[config.mk]
export PLATFORM = sky130hd
export DESIGN_NAME = actuator_driver
export DESIGN_NICKNAME = d
export VERILOG_FILES = /design/src/rtl/actuator_driver.sv
export SDC_FILE = /design/constraint.sdc
export NUM_CORES = 1
export LEC_CHECK = 0
export ABC_CLOCK_PERIOD_IN_PS = 1400
export BUFFER_PORTS_ARGS = -buffer_cell sky130_fd_sc_hd__buf_2
export CAP_MARGIN = 20
export CORE_MARGIN = 1
export CORE_UTILIZATION = 50
export CTS_BUF_LIST = sky130_fd_sc_hd__clkbuf_4 sky130_fd_sc_hd__clkbuf_8
export CTS_CLUSTER_DIAMETER = 120
export DETAILED_ROUTE_END_ITERATION = 6
export GPL_ROUTABILITY_DRIVEN = 0
export PLACE_DENSITY = 0.76
export SLEW_MARGIN = 30
export SYNTH_ARGS = -nofsm -noshare
export SYNTH_HDL_FRONTEND = slang
export SYNTH_SLANG_ARGS = --single-unit
[constraint.sdc]
create_clock -name clk -period 1.4 [get_ports clk]
set_input_delay 0.07 -clock clk [delete_from_list [all_inputs] [get_ports clk]]
set_output_delay 0.07 -clock clk [all_outputs]
set_load 0.03 [all_outputs]
[src/rtl/actuator_driver.sv]
// Actuator driver: registered valve drives plus a dead-time protected drum motor FSM.
// Optional soft-start PWM ramp on the motor drives is built when MOTOR_SOFTSTART_EN is defined.
module actuator_driver #(
  parameter int DEAD_TIME = 8,
  parameter int RAMP_DIV  = 16
) (
  input  logic clk,
  input  logic rst,
  input  logic ena,
  input  logic ctrl_fill,
  input  logic ctrl_release,
  input  logic ctrl_forward,
  input  logic ctrl_reverse,
  output logic valve_in,
  output logic valve_out,
  output logic motor_fwd,
  output logic motor_rev,
  output logic busy,
  output logic fault
);

  typedef enum logic [1:0] {
    ST_IDLE = 2'd0,
    ST_FWD  = 2'd1,
    ST_REV  = 2'd2,
    ST_DEAD = 2'd3
  } state_t;

  localparam logic [7:0] DEAD_LOAD = 8'(DEAD_TIME - 1);

  generate
    if (DEAD_TIME < 1 || DEAD_TIME > 255 || RAMP_DIV < 1 || RAMP_DIV > 255) begin : g_param_check
      $error("actuator_driver: DEAD_TIME and RAMP_DIV must be in 1..255");
    end
  endgenerate

  state_t     state_r;
  state_t     state_nxt_s;
  logic [7:0] dead_cnt_r;
  logic [7:0] dead_cnt_nxt_s;
  logic       fwd_req_s;
  logic       rev_req_s;
  logic       conflict_s;
  logic       drive_s;

  // A conflicting motor request decays to "no request"
  assign fwd_req_s  = ena & ctrl_forward & ~ctrl_reverse;
  assign rev_req_s  = ena & ctrl_reverse & ~ctrl_forward;
  assign conflict_s = ena & ((ctrl_fill & ctrl_release) | (ctrl_forward & ctrl_reverse));

  // Motor FSM next-state and dead-time counter
  always_comb begin
    state_nxt_s    = state_r;
    dead_cnt_nxt_s = dead_cnt_r;
    case (state_r)
      ST_IDLE: begin
        if (fwd_req_s) begin
          state_nxt_s = ST_FWD;
        end else if (rev_req_s) begin
          state_nxt_s = ST_REV;
        end else begin
          state_nxt_s = ST_IDLE;
        end
      end
      ST_FWD: begin
        if (fwd_req_s) begin
          state_nxt_s = ST_FWD;
        end else begin
          state_nxt_s    = ST_DEAD;
          dead_cnt_nxt_s = DEAD_LOAD;
        end
      end
      ST_REV: begin
        if (rev_req_s) begin
          state_nxt_s = ST_REV;
        end else begin
          state_nxt_s    = ST_DEAD;
          dead_cnt_nxt_s = DEAD_LOAD;
        end
      end
      ST_DEAD: begin
        if (dead_cnt_r == 8'd0) begin
          state_nxt_s = ST_IDLE;
        end else begin
          dead_cnt_nxt_s = dead_cnt_r - 8'd1;
        end
      end
      default: begin
        state_nxt_s    = ST_IDLE;
        dead_cnt_nxt_s = 8'd0;
      end
    endcase
  end

`ifdef MOTOR_SOFTSTART_EN
  localparam logic [7:0] RAMP_LAST = 8'(RAMP_DIV - 1);

  logic [3:0] pwm_cnt_r;
  logic [3:0] pwm_nxt_s;
  logic [3:0] duty_r;
  logic [3:0] duty_nxt_s;
  logic [7:0] ramp_cnt_r;
  logic [7:0] ramp_nxt_s;

  // Duty ramp: restart at 4 on entry to a run state, step every RAMP_DIV cycles, saturate at 15
  always_comb begin
    pwm_nxt_s  = pwm_cnt_r + 4'd1;
    duty_nxt_s = 4'd0;
    ramp_nxt_s = 8'd0;
    if (state_nxt_s == ST_FWD || state_nxt_s == ST_REV) begin
      if (state_r != state_nxt_s) begin
        duty_nxt_s = 4'd4;
        ramp_nxt_s = 8'd0;
      end else if (ramp_cnt_r == RAMP_LAST) begin
        duty_nxt_s = (duty_r == 4'd15) ? 4'd15 : duty_r + 4'd1;
        ramp_nxt_s = 8'd0;
      end else begin
        duty_nxt_s = duty_r;
        ramp_nxt_s = ramp_cnt_r + 8'd1;
      end
    end else begin
      duty_nxt_s = 4'd0;
      ramp_nxt_s = 8'd0;
    end
    drive_s = (duty_nxt_s == 4'd15) || (pwm_nxt_s < duty_nxt_s);
  end

  // PWM and ramp state registers
  always_ff @(posedge clk) begin
    if (rst) begin
      pwm_cnt_r  <= 4'd0;
      duty_r     <= 4'd0;
      ramp_cnt_r <= 8'd0;
    end else begin
      pwm_cnt_r  <= pwm_nxt_s;
      duty_r     <= duty_nxt_s;
      ramp_cnt_r <= ramp_nxt_s;
    end
  end
`else
  assign drive_s = 1'b1;
`endif

  // State and registered outputs; motor/busy decode the state being entered
  always_ff @(posedge clk) begin
    if (rst) begin
      state_r    <= ST_IDLE;
      dead_cnt_r <= 8'd0;
      valve_in   <= 1'b0;
      valve_out  <= 1'b0;
      motor_fwd  <= 1'b0;
      motor_rev  <= 1'b0;
      busy       <= 1'b0;
      fault      <= 1'b0;
    end else begin
      state_r    <= state_nxt_s;
      dead_cnt_r <= dead_cnt_nxt_s;
      valve_in   <= ena & ctrl_fill & ~ctrl_release;
      valve_out  <= ena & ctrl_release & ~ctrl_fill;
      motor_fwd  <= (state_nxt_s == ST_FWD) & drive_s;
      motor_rev  <= (state_nxt_s == ST_REV) & drive_s;
      busy       <= (state_nxt_s == ST_DEAD);
      fault      <= fault | conflict_s;
    end
  end

endmodule

==> results.ini <==
[clocking]
cts_tree=yes
clkLatencyLatePin_ps=280
cts.sinks=16
clock_path_buffers=2
numCtsBuffers=3
htreeDepth=1
clock-root-buffer=clkbuf_4
clk_pin_slew_worst_paths_ps=90

[yosys]
yosys_most_used_dff=dfxtp_1
ys_seq_elements=16
yosys-top-cells-count=dfxtp_1, nand2_1, nor2_1
synth.avg_cell_area_um2=10.06
synth.yosys.seq_area_share=0.4031
synth_top_family_by_area=simple AND/OR/NAND/NOR gates
synth_top_area_frac=0.4031
synth_top_area_cell=dfxtp_1
synthAdderAreaFrac=0.03150
synth_edf_count=0
netlist_area_um2=794.5
synth.distinct_cells=30
syn-num-nets=88
async_reset_ff_frac=0
yosys_warnings=0
synthMuxAreaShare=0.06299
yosysMostFrequentCell=dfxtp_1
syn_inst=79
synthTopCellsByArea=dfxtp_1, mux2i_1, nand2b_1
synthSimpleGateAreaFrac=0.2425
synth-xor-area-share=0
synth_compound_area_frac=0.2205

[floorplanning]
core_mm2=0.001489
die_width_um=41.86
io_pins=13
rows=14
die_area_mm2=0.001752
initial_core_util=0.5336
die_h_um=41.86

[drt]
postRouteAntennaNets=0
drc=0
num_vias=683
via_per_inst=5.645
dr.pass1.iters=4
routed_wl_um=1729
drtIter0Drc=8
routedWlPerCell_um=14.29

[power]
finalPower_mw=1.400
netSwitchingPower_mw=0.4843
power.internal_mw=0.9157
combPwrFrac=0.418
ir_drop_mv=0.8599
p_per_area_mw_per_mm2=1363
switching_share=0.3459
p_leak_nw=0.4516
power_frac_seq=0.413
pwr-share-clk=0.168

[layout]
multi_input_area_um2=488.0
layout.nets=116
fillers=118
design_area_mm2=0.001027
antenna_cells=0
instances_no_fill=121
utilization=0.6899
area_growth_pct=29.29
drive_gt1_frac=0.4000
ff_latch_area_um2=322.8

[sta]
min_period_ps=1439
slew_headroom=0.6883
setup_violations=6
holdWs_ps=78.35
finalCritPeriodShare=1.028
tns_ps=-137.9
tightest_slew_ps=467.5
skew_ps=0.7960
finalHoldViolCount=0
clock.fmax_ghz=0.6951
final.setup.worst_slack_ps=-38.72
slew_viol_final=0
rsz0062_at_grt=true

[grt]
grt_max_degree=13
grt_overflow=0
grt_use_met2=0.4344
track_usage=0.2302
grt-busiest-layer=met2
use_met3=0.03913
grt_antenna_before_repair=0
met1_usage=0.2390
grt_pass1_wl_um=2973
grt_pass1_vias=702

[worst_setup_path]
critPathKind=reg -> reg
arrival_ps=1660
crit_path_start_kind=register
critPathMaxFanout=5
worstPathRequired_ps=1620
reg2reg_slack_ps=-40
critPathCaptureType=register

[place]
dp_slack_ps=-20.23
port_buffers=12
postPlaceCellArea_um2=929.6
place_inst=111
dp_hpwl_um=1171

[run_status]
violations=negative setup slack
outcome=finished, violations left

[hold_path]
hold_class=in -> reg

[flow_run]
maxCapViolCount=0

## placed cells by master (no fill, tap or decap), types with 2 or more instances in the layout
cell type / n
dfxtp_1: 14
nor4bb_1: 2
nor2b_2: 2
mux2i_1: 5
dlygate4sd3_1: 2
o211ai_1: 3
buf_2: 12
nand2b_1: 5
nand2_1: 6
nor3_1: 5
inv_2: 2
a21oi_1: 2
o2111ai_1: 2
dfxtp_2: 2
clkbuf_4: 3
buf_4: 11
a211oi_1: 3
nor2_1: 6
## repair_timing
action | 4_1_cts | 5_1_grt
endpoints found under the hold margin | 2 | 0
setup endpoints to repair | 7 | 8
buffers inserted | 4 | 0
cloned | 1 | 0
gates resized for setup | 2 | 1
pin swaps | 4 | 0
hold buffers | 2 | 0
## cell type report
type / count / area share
multi-input cells: 58 / 0.4750
flip-flops and latches: 16 / 0.3142
repair buffers: 25 / 0.1583
clock buffers: 3 / 0.02192
well taps: 16 / 0.01949
inverters: 3 / 0.01096
## worst max-delay path: stages, from the launching register on
cell,delay (ps)
dfxtp_2,330
inv_2,70
ha_4,130
nor3b_4,280
a21oi_4,120
o211ai_1,240
mux2i_1,200
## power by group through the flow
stage          registers, mW  logic, mW  clock network (mW)
2_1_floorplan          0.600      0.353                   0
3_3_place_gp           0.588      0.484                   0
3_5_place_dp           0.591      0.492                   0
4_1_cts                0.578      0.572               0.245
5_1_grt                0.587      0.638               0.260
6_report               0.579      0.586               0.236
## cell families (layout without fill, tap and decap cells)
family,count (synthesis),after routing
AO/OA/AOI/OAI,19,20
adder cells (fa/ha/maj),2,2
buffers and inverters,6,31
flip-flops,16,16
multiplexers,5,5
AND/OR/NAND/NOR,31,31
## path summary, 6_finish.rpt
kind                               startpoint             to  cells past startpoint
worst min register to register          fault          fault                      2
worst max register to register  dead_cnt_r[1]  dead_cnt_r[6]                      6
worst max-delay path            dead_cnt_r[1]  dead_cnt_r[6]                      6
worst min-delay path                      ena      valve_out                      2
## flip-flops by register name (all words and copies together) (netlist names)
signal      count
dead_cnt_r      8
motor_rev       1
busy            1
valve_in        1
valve_out       1
state_r         2
fault           1
motor_fwd       1
## per-layer routing
| layer | wire length (um) | share of wire | vias up |
|---|---|---|---|
| met5 | 0 | 0 | - |
| met4 | 34 | 0.020 | 0 |
| met3 | 31 | 0.018 | 4 |
| met2 | 950 | 0.55 | 6 |
| met1 | 713 | 0.41 | 323 |
| li1 | - | - | 350 |
No activity file was read; power rests on OpenSTA's default activity.
